**config.mk**
```make
export PLATFORM = sky130hd
export DESIGN_NAME = regfile_port_ctrl
export DESIGN_NICKNAME = d
export VERILOG_FILES = /design/src/rtl/regfile_port_ctrl_pkg.sv /design/src/rtl/regfile_scoreboard.sv /design/src/rtl/regfile_port_ctrl.sv
export SDC_FILE = /design/constraint.sdc
export NUM_CORES = 1
export LEC_CHECK = 0
export CAP_MARGIN = 20
export CORE_AREA = 2 2 82 84
export DETAILED_ROUTE_END_ITERATION = 8
export DIE_AREA = 0 0 84 86
export DONT_BUFFER_PORTS = 1
export GPL_ROUTABILITY_DRIVEN = 0
export PLACE_DENSITY_LB_ADDON = 0.08
export SYNTH_ARGS = -nofsm -noshare
export SYNTH_HDL_FRONTEND = slang
export SYNTH_SLANG_ARGS = --single-unit
export TNS_END_PERCENT = 100
```
**constraint.sdc**
```tcl
create_clock -name clk -period 5 [get_ports clk]
set_input_delay 0 -clock clk [delete_from_list [all_inputs] [get_ports clk]]
set_output_delay 0 -clock clk [all_outputs]
set_load 0.005 [all_outputs]
```
**src/rtl/regfile_port_ctrl_pkg.sv**
```systemverilog
// Shared constants and the operand bundle type for the register-file port controller.
package regfile_port_ctrl_pkg;

  localparam int DW   = 8;
  localparam int AW   = 4;
  localparam int NREG = 16;

  typedef struct packed {
    logic [DW-1:0] a;
    logic [DW-1:0] b;
    logic [AW-1:0] dst;
    logic          wen;
  } op_bundle_t;

  function automatic logic [AW:0] popcount(input logic [NREG-1:0] v);
    logic [AW:0] n;
    n = '0;
    for (int i = 0; i < NREG; i++) n = n + {{AW{1'b0}}, v[i]};
    return n;
  endfunction

endpackage

```
**src/rtl/regfile_scoreboard.sv**
```systemverilog
// Per-register busy tracking with set-over-clear priority, hazard lookups, occupancy count and stray-writeback flag.
module regfile_scoreboard
  import regfile_port_ctrl_pkg::*;
(
  input  logic          clk,
  input  logic          rst,
  input  logic          set_i,
  input  logic [AW-1:0] set_idx_i,
  input  logic          clr_i,
  input  logic [AW-1:0] clr_idx_i,
  input  logic [AW-1:0] q0_idx_i,
  input  logic [AW-1:0] q1_idx_i,
  input  logic [AW-1:0] q2_idx_i,
  output logic          q0_busy_o,
  output logic          q1_busy_o,
  output logic          q2_busy_o,
  output logic [AW:0]   pending_cnt_o,
  output logic          err_stray_o
);

  logic [NREG-1:0] busy_q, busy_d;
  logic [NREG-1:0] clr_vec, ebusy;
  logic [AW:0]     cnt_q;
  logic            err_q;

  always_comb begin
    clr_vec = '0;
    if (clr_i) clr_vec[clr_idx_i] = 1'b1;
  end

  // A register being written back this cycle no longer blocks readers.
  assign ebusy     = busy_q & ~clr_vec;
  assign q0_busy_o = ebusy[q0_idx_i];
  assign q1_busy_o = ebusy[q1_idx_i];
  assign q2_busy_o = ebusy[q2_idx_i];

  // Clear applied first so a same-cycle set on the same register wins.
  always_comb begin
    busy_d = busy_q & ~clr_vec;
    if (set_i) busy_d[set_idx_i] = 1'b1;
  end

  always_ff @(posedge clk) begin
    if (rst) begin
      busy_q <= '0;
      cnt_q  <= '0;
      err_q  <= 1'b0;
    end else begin
      busy_q <= busy_d;
      cnt_q  <= popcount(busy_d);
      if (clr_i && !busy_q[clr_idx_i]) err_q <= 1'b1;
    end
  end

  assign pending_cnt_o = cnt_q;
  assign err_stray_o   = err_q;

endmodule

```
**src/rtl/regfile_port_ctrl.sv**
```systemverilog
// Pipeline-side port controller for the 16x8 register file: issue handshake, writeback bypass and operand register.
module regfile_port_ctrl
  import regfile_port_ctrl_pkg::*;
(
  input  logic          clk,
  input  logic          rst,
  input  logic          iss_valid,
  output logic          iss_ready,
  input  logic [AW-1:0] iss_src0,
  input  logic [AW-1:0] iss_src1,
  input  logic [AW-1:0] iss_dst,
  input  logic          iss_wen,
  output logic          op_valid,
  input  logic          op_ready,
  output logic [DW-1:0] op_a,
  output logic [DW-1:0] op_b,
  output logic [AW-1:0] op_dst,
  output logic          op_wen,
  input  logic          wb_valid,
  input  logic [AW-1:0] wb_dst,
  input  logic [DW-1:0] wb_data,
  output logic          rf_we,
  output logic [AW-1:0] rf_dst,
  output logic [DW-1:0] rf_data,
  output logic [AW-1:0] rf_src0,
  output logic [AW-1:0] rf_src1,
  input  logic [DW-1:0] rf_data0,
  input  logic [DW-1:0] rf_data1,
  output logic [AW:0]   pending_cnt,
  output logic          err_stray
);

  op_bundle_t op_q, op_d;
  logic       op_valid_q, op_valid_d;
  logic       eb0, eb1, ebd;
  logic       hazard, accept;

  assign rf_we   = wb_valid & ~rst;
  assign rf_dst  = wb_dst;
  assign rf_data = wb_data;
  assign rf_src0 = iss_src0;
  assign rf_src1 = iss_src1;

  regfile_scoreboard u_sb (
    .clk           (clk),
    .rst           (rst),
    .set_i         (accept & iss_wen),
    .set_idx_i     (iss_dst),
    .clr_i         (wb_valid),
    .clr_idx_i     (wb_dst),
    .q0_idx_i      (iss_src0),
    .q1_idx_i      (iss_src1),
    .q2_idx_i      (iss_dst),
    .q0_busy_o     (eb0),
    .q1_busy_o     (eb1),
    .q2_busy_o     (ebd),
    .pending_cnt_o (pending_cnt),
    .err_stray_o   (err_stray)
  );

  assign hazard    = eb0 | eb1 | (iss_wen & ebd);
  assign iss_ready = ~rst & ~hazard & (~op_valid_q | op_ready);
  assign accept    = iss_valid & iss_ready;

  // Operands bypass the register file when the matching result lands this cycle.
  always_comb begin
    op_d       = op_q;
    op_valid_d = op_valid_q;
    if (accept) begin
      op_valid_d = 1'b1;
      op_d.a     = (wb_valid && wb_dst == iss_src0) ? wb_data : rf_data0;
      op_d.b     = (wb_valid && wb_dst == iss_src1) ? wb_data : rf_data1;
      op_d.dst   = iss_dst;
      op_d.wen   = iss_wen;
    end else if (op_ready) begin
      op_valid_d = 1'b0;
    end
  end

  always_ff @(posedge clk) begin
    if (rst) begin
      op_valid_q <= 1'b0;
      op_q       <= '0;
    end else begin
      op_valid_q <= op_valid_d;
      op_q       <= op_d;
    end
  end

  assign op_valid = op_valid_q;
  assign op_a     = op_q.a;
  assign op_b     = op_q.b;
  assign op_dst   = op_q.dst;
  assign op_wen   = op_q.wen;

endmodule

```
==> results.toml, run 1 <==
[route]
vias = 3117
drt-vias-per-instance = 6.160
firstDrtPassIters = 4
avgRoutedWirePerCell_um = 20.53
ant_nets = 0
initialDrtViolationCount = 200
drc = 0
wl_um = 10390

[placed_design]
place_ws_ns = -0.1367
dp.cells = 445
buffer_ports.inserted = 0
dp.final_hpwl_um = 6992

[finish]
antenna_cells = 0
area_delta_synth_final_pct = 26.93
final_cells = 506
drive_gt1_frac = 0.2704
n_fill_cell = 498
nNetsFinal = 489

[grt]
grt_pass1_vias = 3015
grt.total_usage = 0.2856
grt_start_max_net_pins = 49
use_met2 = 0.4727
use_met3 = 0.04909
met1_usage = 0.3727
busiest_layer = "met2"
antenna_found_initial = 0
grt-ovfl-total = 0
grt_pass1_wl_um = 16210

[yosys]
synthSimpleGateAreaFrac = 0.1678
synthAdderAreaFrac = 0.07778
synth_xor_area_frac = 0.02593
synthMuxAreaShare = 0.1630
synth_compound_area_frac = 0.2019
synth_edf_count = 0
ys_seq_area_frac = 0.2607
syn_area_um2 = 3378
synth.area.top_cells = "dfxtp_1, mux2i_1, fa_1"
yosys.area.top_type = "dfxtp_1"
ys_ff_latch = 44
syn_nets = 430
synth_cell_types = 56
synthTopCellsByCount = "dfxtp_1, mux2i_1, nand2_1"
synthCells = 369
synth_warnings = 0
ys.flop_type = "dfxtp_1"
syn_avg_cell_area_um2 = 9.155
ys_async_sr_fraction = 0
synth.top_cell.area_share = 0.2607
synth.most_common_cell = "dfxtp_1"
synth_top_family_by_area = "compound AO/OA/AOI/OAI gates"

[sta]
rsz0062_at_grt = "true"
timing.hold.ws_ns = -0.0008725
fin_crit_sh = 0.9814
fin_crit_ns = 4.907
drv_slew = 0
hold_viol_final = 1
timing.fmax_mhz = 203.8
layout_setup_ws_ns = 0.09322
worst_slew_pin_slew_ns = 0.4773
tns_ns = 0
max_slew_margin = 0.6818
fin_skew_ns = 0.002783
setup_viol = 0

[worst_setup_path]
critical_path.max_stage_delay_ns = 0.52
crit_start = "u_sb.busy_q[4]$_SDFF_PP0_"
crit_chain = "o21ai_4 -> mux2i_1 -> o311a_1 -> o211ai_1 -> buf_4 -> nand4bb_4 -> buf_6 -> o41a_1 -> fa_1 -> fa_1 -> fa_1 -> inv_1 -> fa_1 -> fa_2 -> inv_2 -> fa_2 -> inv_1 -> a21oi_1 -> nor3b_1"
crit_path_end = "u_sb.pending_cnt_o[4]$_SDFF_PP0_"
crit_fanout = 5
crit_type = "flop to flop"
regToRegSetupSlack_ns = 0.09
worst-endpoint-required_ns = 5.23
r2r_end = "u_sb.pending_cnt_o[4]$_SDFF_PP0_"
slowest_stage = "fa_1"
reg2regPathDepth = 19
r2r-start = "u_sb.busy_q[4]$_SDFF_PP0_"
worstSetupEndpointType = "flop"
cp-start-kind = "flop"
crit_top_cell = "fa_1"
worstPathArrival_ns = 5.13

[clocking]
cts-root-buf = "clkbuf_8"
htree_levels = 2
clock_latency_ns = 0.30
cts-buffers-inserted = 5
path_clk_slew_ns = 0.09
clockBufferDepth = 2
cts_tree = "yes"
clock_sinks = 44

[min_path]
min-delay-start = "iss_dst[2]"
min_path_cells = 3
min_path_type = "input pin to flop"

[outcome]
violations = "negative hold slack"
status = "finished, violations left"

[floorplan]
dieArea_um2 = 7224
die_y_um = 86
rows = 29
initial_core_util = 0.5382
core-area_um2 = 6277
die_w_um = 84
ios = 96

[pwr]
ir_drop_mv = 0.1714
p_total_w = 0.0008304
p_per_area_nw_per_um2 = 193.7
leakage_nw = 1.698

[run]
drv_cap = 0
stage by stage:
stage	utilization	instance area, um^2
floorplan	-	3417
global placement	0.5667	3557
detailed placement	0.5667	3557
CTS	0.6594	4139
global route	0.6831	4288
finish	0.6831	4288
timing repair:
item / CTS / global route
pin swaps: 1 / 12
endpoints found under the hold margin: 44 / 0
cloned: 0 / 1
setup buffers: 1 / 9
setup endpoints to repair: 4 / 4
hold buffers: 42 / 0
resized for setup: 6 / 24
cell families (layout without fill, tap and decap cells):
family,count (synthesis),count (layout)
AND/OR/NAND/NOR,104,104
AO/OA/AOI/OAI,87,87
buffers and inverters,62,122
multiplexers,47,47
flip-flops,44,44
adder cells (fa/ha/maj),15,15
XOR/XNOR,10,10
cell type report:
cell class	instances	area (um^2)	share of cell area
Clock buffer	6	82.58	0.01926
Clock inverter	2	38.79	0.009046
Inverter	18	67.56	0.01576
Multi-Input combinational cell	263	2276	0.5308
Sequential cell	44	889.6	0.2075
Tap cell	77	96.34	0.02247
Timing Repair Buffer	96	837.1	0.1952
critical path: cells and delay by family, from the launching register on:
| family | cells | cell delay [ns] |
|---|---|---|
| adder cells (fa/ha/maj) | 6 | 2.48 |
| multiplexers | 1 | 0.12 |
| AO/OA/AOI/OAI | 5 | 1.04 |
| AND/OR/NAND/NOR | 2 | 0.37 |
| buffers and inverters | 5 | 0.48 |
| flip-flops | 1 | 0.35 |
power breakdown:
group | internal (W) | switching (W)
Sequential | 0.000365 | 0.0000113
Clock | 0.000164 | 0.000130
Combinational | 0.0000862 | 0.0000745
Total | 0.000615 | 0.000215
sequential cells by signal (all words and copies together) (netlist names):
register / count
u_sb.err_stray_o: 1
op_a: 8
op_dst: 4
op_wen: 1
op_valid: 1
u_sb.pending_cnt_o: 5
op_b: 8
u_sb.busy_q: 16
placed cells by master, fill, tap and decap left out, drive strengths merged, types with 6 or more instances in the layout:
master,instances
buf,55
clkbuf,6
dfxtp,44
dlygate4sd3,41
fa,10
inv,18
mux2i,37
mux4,6
nand2,27
nand2b,24
nor2,17
nor2b,8
o2111ai,6
o211ai,11
o21ai,18
o22ai,15
o31a,9
xor2,8
worst min path at each step:
stage                                      to  slack, ns
finish              u_sb.busy_q[7]$_SDFF_PP0_    -0.0009
CTS                                rf_data[2]    0.00005
global route                       rf_data[7]    0.00001
global placement                   rf_data[2]    0.00006
detailed placement                 rf_data[2]    0.00005
floorplan                          rf_data[0]       0.08
per-layer routing:
layer | part of all wire | vias up
met1 | 0.42 | 1496
met3 | 0.072 | 29
met5 | 0 | -
li1 | - | 1442
met2 | 0.48 | 150
met4 | 0.032 | 0
(Power assumes the default switching activity.)
==> run 2, diff against run 1 <==
--- a/config.mk
+++ b/config.mk
@@ -6,9 +6,9 @@
 export NUM_CORES = 1
 export LEC_CHECK = 0
 export CAP_MARGIN = 20
-export CORE_AREA = 2 2 82 84
+export CORE_AREA = 2 2 80 82
 export DETAILED_ROUTE_END_ITERATION = 8
-export DIE_AREA = 0 0 84 86
+export DIE_AREA = 0 0 82 84
 export DONT_BUFFER_PORTS = 1
 export GPL_ROUTABILITY_DRIVEN = 0
 export PLACE_DENSITY_LB_ADDON = 0.08
==> constraint.sdc (replaced) <==
create_clock -name clk -period 5 [get_ports clk]
set_input_delay 1 -clock clk [delete_from_list [all_inputs] [get_ports clk]]
set_output_delay 1 -clock clk [all_outputs]
set_load 0.005 [all_outputs]
==> results.toml, run 2 (same netlist as run 1, synthesis figures left out) <==
[outcome]
status = "finished, violations left"
violations = "negative setup slack"

[sta]
fin_skew_ns = 0.006308
fin_crit_ns = 5.733
drv_slew = 0
fin_crit_sh = 1.147
worst_slew_pin_slew_ns = 0.4912
layout_setup_ws_ns = -0.7333
rsz0062_at_grt = "true"
setup_viol = 5
timing.fmax_mhz = 174.4
timing.hold.ws_ns = 0.4981
hold_viol_final = 0
max_slew_margin = 0.6681

[finish]
drive_gt1_frac = 0.2907
layout_common_cells = "buf_4, dfxtp_1, mux2i_1"
nNetsFinal = 460
fin_area_um2 = 3931
area_delta_synth_final_pct = 16.37
antenna_cells = 0
max_flop_register = "u_sb.busy_q"
largest_reg_flops = 16
n_fill_cell = 511
final_common_cell = "buf_4"

[route]
vias = 3012
avgRoutedWirePerCell_um = 19.85
firstDrtPassIters = 4
wl_um = 9449
ant_nets = 0
drt-vias-per-instance = 6.328
initialDrtViolationCount = 198
drc = 0

[placed_design]
buffer_ports.inserted = 0
dp.final_hpwl_um = 6970
postPlaceCellArea_um2 = 3655

[grt]
grt_start_max_net_pins = 51
met1_usage = 0.3779
grt_pass1_wl_um = 14950
busiest_layer = "met2"
grt-ovfl-total = 0
antenna_found_initial = 0
use_met3 = 0.06494
grt_pass1_vias = 2938
use_met2 = 0.4302
grt.total_usage = 0.2826

[worst_setup_path]
crit_fanout = 9
cp-start-kind = "input pin"
critical_path.max_stage_delay_ns = 0.52
worstPathArrival_ns = 5.98
worstSetupEndpointType = "flop"
crit_type = "input pin to flop"
worst-endpoint-required_ns = 5.25
r2r-start = "u_sb.busy_q[11]$_SDFF_PP0_"
crit_top_cell = "fa_1"
crit_chain = "nand2b_1 -> buf_4 -> o21ai_4 -> o211ai_1 -> o311ai_2 -> o31ai_2 -> nand4bb_4 -> o41ai_2 -> ha_1 -> inv_2 -> fa_1 -> fa_1 -> fa_1 -> inv_1 -> fa_1 -> fa_2 -> inv_2 -> fa_2 -> nor2_1"
crit_start = "wb_dst[3]"
slowest_stage = "fa_1"

[floorplan]
rows = 29
core-area_um2 = 6096
die_w_um = 82
ios = 96
initial_core_util = 0.5542
die_y_um = 84
dieArea_um2 = 6888

[clocking]
clock_latency_ns = 0.30
cts-root-buf = "clkbuf_8"
cts-buffers-inserted = 5
path_clk_slew_ns = 0.08
cts_tree = "yes"
clock_sinks = 44
htree_levels = 2
clockBufferDepth = 2
ctsHoldBuffers = 0

[min_path]
min_path_type = "flop to flop"
min-delay-start = "op_b[7]$_SDFFE_PP0P_"

[pwr]
leakage_nw = 1.568
ir_drop_mv = 0.1534
p_per_area_nw_per_um2 = 209.3

[run]
drv_cap = 0
-- run 2: layout make-up --
type | count | area (um^2) | area share
Inverter | 18 | 67.56 | 0.01719
Tap cell | 77 | 96.34 | 0.02451
Sequential cell | 44 | 880.8 | 0.2241
Clock buffer | 5 | 68.82 | 0.01750
Multi-Input combinational cell | 263 | 2247 | 0.5716
Clock inverter | 2 | 60.06 | 0.01528
Timing Repair Buffer | 67 | 510.5 | 0.1299
-- run 2: per-stage QoR --
stage	util	total power, W	setup TNS, ns	setup slack, ns	std cells
6_report	0.6449	0.0008228	-3.254	-0.7333	476
5_1_grt	0.6449	0.0008550	-4.174	-0.9330	476
4_1_cts	0.6338	0.0008235	-3.180	-0.7130	473
3_5_place_dp	0.5995	0.0005013	-5.031	-1.075	458
3_3_place_gp	0.5995	0.0005002	-5.102	-1.084	458
2_1_floorplan	-	0.0005000	-4.672	-1.005	369
-- run 2: report_power, final --
group          switching (W)  internal [W]  total [W]
Sequential         0.0000109      0.000365   0.000376
Clock               0.000123      0.000197   0.000320
Combinational      0.0000604     0.0000665   0.000127
Total               0.000194      0.000628   0.000823
-- run 2: critical path: cells and delay by family --
family	cells	cell delay, ns
buffers and inverters	4	0.35
adder cells (fa/ha/maj)	7	3.00
AND/OR/NAND/NOR	3	0.70
AO/OA/AOI/OAI	5	0.94
-- run 2: what timing repair did --
item,CTS,global route
setup endpoints to repair,5,5
pin swaps,5,8
cloned,0,0
setup buffers,8,3
resized for setup,6,11
-- run 2: worst paths after layout --
check / slack (ns) / to / cells past startpoint
setup / recovery: -0.73 / u_sb.pending_cnt_o[1]$_SDFF_PP0_ / 19
hold / removal: 0.50 / op_b[7]$_SDFFE_PP0P_ / 2
setup reg to reg: 0.03 / u_sb.pending_cnt_o[1]$_SDFF_PP0_ / 19
hold reg to reg: 0.50 / op_b[7]$_SDFFE_PP0P_ / 2
-- run 2: routing by layer --
metal | routed length (um) | vias to the layer above
met5 | 0 | -
met1 | 3863 | 1423
met3 | 747 | 41
met2 | 4452 | 160
li1 | - | 1388
met4 | 385 | 0
==> run 3, diff against run 2 <==
--- a/config.mk
+++ b/config.mk
@@ -12,6 +12,7 @@
 export DONT_BUFFER_PORTS = 1
 export GPL_ROUTABILITY_DRIVEN = 0
 export PLACE_DENSITY_LB_ADDON = 0.08
+export REMOVE_ABC_BUFFERS = 1
 export SYNTH_ARGS = -nofsm -noshare
 export SYNTH_HDL_FRONTEND = slang
 export SYNTH_SLANG_ARGS = --single-unit
==> results.toml, run 3 (same netlist as run 1, synthesis figures left out) <==
[pwr]
p_total_w = 0.0007923
p_per_area_nw_per_um2 = 203.3
ir_drop_mv = 0.1583
leakage_nw = 1.538

[sta]
fin_crit_sh = 1.156
setup_viol = 5
drv_slew = 0
worst_slew_pin_slew_ns = 0.5412
hold_viol_final = 0
fin_skew_ns = 0.004025
timing.fmax_mhz = 173.1
rsz0062_at_grt = "true"
fin_crit_ns = 5.778
layout_setup_ws_ns = -0.7781
max_slew_margin = 0.6343

[floorplan]
die_y_um = 84
core-area_um2 = 6096
dieArea_um2 = 6888
initial_core_util = 0.5542
ios = 96
die_w_um = 82
rows = 29

[worst_setup_path]
reg2regPathDepth = 19
crit_top_cell = "fa_1"
worstPathArrival_ns = 5.98
slowest_stage = "fa_1"
r2r-start = "u_sb.busy_q[6]$_SDFF_PP0_"
worstSetupEndpointType = "flop"
r2r_end = "u_sb.pending_cnt_o[3]$_SDFF_PP0_"
crit_type = "input pin to flop"
crit_chain = "or3b_4 -> o21ai_4 -> mux2i_1 -> o311ai_2 -> o31ai_2 -> nand4bb_4 -> o41ai_2 -> ha_1 -> inv_1 -> fa_1 -> fa_1 -> fa_1 -> inv_1 -> fa_1 -> fa_2 -> a21o_1 -> a21oi_2 -> xor2_1 -> nor2_1"
regToRegSetupSlack_ns = -0.04
critical_path.max_stage_delay_ns = 0.52
worst-endpoint-required_ns = 5.20
cp-start-kind = "input pin"
crit_fanout = 10

[min_path]
min_to = "u_sb.err_stray_o$_SDFFE_PP0P_"
min-delay-start = "u_sb.err_stray_o$_SDFFE_PP0P_"
min_path_type = "flop to flop"
min_path_cells = 2

[clocking]
clock_sinks = 44
clockBufferDepth = 2
path_clk_slew_ns = 0.09
clock_latency_ns = 0.30
htree_levels = 2
cts-buffers-inserted = 5
ctsHoldBuffers = 0
cts_tree = "yes"
cts-root-buf = "clkbuf_8"

[grt]
grt_pass1_wl_um = 15080
antenna_found_initial = 0
met1_usage = 0.3669
busiest_layer = "met2"
grt_start_max_net_pins = 51
use_met2 = 0.4435
use_met3 = 0.05628
grt.total_usage = 0.2815
grt_pass1_vias = 3021
grt-ovfl-total = 0

[finish]
layout_common_cells = "buf_4, dfxtp_1, mux2i_1"
n_fill_cell = 519
final_cells = 474
nNetsFinal = 457
largest_reg_flops = 16
area_delta_synth_final_pct = 15.37
antenna_cells = 0
drive_gt1_frac = 0.2872
max_flop_register = "u_sb.busy_q"
final_common_cell = "buf_4"

[run]
drv_cap = 0

[placed_design]
buffer_ports.inserted = 0
dp.cells = 462
dp.final_hpwl_um = 7124

[route]
vias = 2935
initialDrtViolationCount = 131
firstDrtPassIters = 4
avgRoutedWirePerCell_um = 19.87
drc = 0
drt-vias-per-instance = 6.192
wl_um = 9418
ant_nets = 0

[outcome]
status = "finished, violations left"
violations = "negative setup slack"
[run 3: repair_timing]
action | 4_1_cts | 5_1_grt
pin swaps | 10 | 10
buffers inserted | 1 | 3
endpoints found under the setup margin | 5 | 5
gates resized for setup | 14 | 9
[run 3: power breakdown]
part,internal (W),switching [W]
Combinational,0.0000631,0.0000590
Sequential,0.000365,0.0000111
Clock,0.000164,0.000130
Total,0.000592,0.000200
[run 3: final cells by class]
cell class                      instances  area (um^2)  share of cell area
Clock inverter                          2        38.79            0.009952
Sequential cell                        44        880.8              0.2260
Inverter                               18        67.56             0.01734
Tap cell                               77        96.34             0.02472
Multi-Input combinational cell        263         2247              0.5766
Timing Repair Buffer                   64        484.2              0.1242
Clock buffer                            6        82.58             0.02119
[run 3: critical path, delay by kind of cell]
family,cells,cell delay (ns)
buffers and inverters,2,0.12
xor gates and xnor gates,1,0.15
muxes,1,0.12
and+or+nand+nor,3,0.82
adders and majority gates,6,2.50
AOI/OAI and AO/OA,6,1.30
[run 3: layer usage]
metal	wire, um	vias up
met3	636	25
met2	4612	131
met1	3946	1395
met5	0	-
li1	-	1384
met4	222	0
[run 3: per-stage QoR]
stage                 util  area (um^2)  hold slack (ns)  setup WS (ns)  setup TNS, ns
global route        0.6394         3897           0.5240        -0.9301         -4.101
global placement    0.6006         3661           0.4809         -1.139         -5.287
floorplan                -         3098           0.4604         -2.792         -13.55
CTS                 0.6299         3840           0.5064        -0.7969         -3.600
finish              0.6394         3897           0.4984        -0.7781         -3.460
detailed placement  0.6006         3661           0.4866         -1.234         -5.702
[run 3: worst max path at each step]
stage                                                   to      start  cells after the start
after CTS                 u_sb.pending_cnt_o[4]$_SDFF_PP0_  wb_dst[1]                     20
after floorplan           u_sb.pending_cnt_o[3]$_SDFF_PP0_  wb_dst[2]                     19
final                     u_sb.pending_cnt_o[3]$_SDFF_PP0_  wb_dst[2]                     19
after global placement    u_sb.pending_cnt_o[3]$_SDFF_PP0_  wb_dst[3]                     20
after detailed placement  u_sb.pending_cnt_o[3]$_SDFF_PP0_  wb_dst[1]                     21
after global routing      u_sb.pending_cnt_o[4]$_SDFF_PP0_  wb_dst[2]                     20
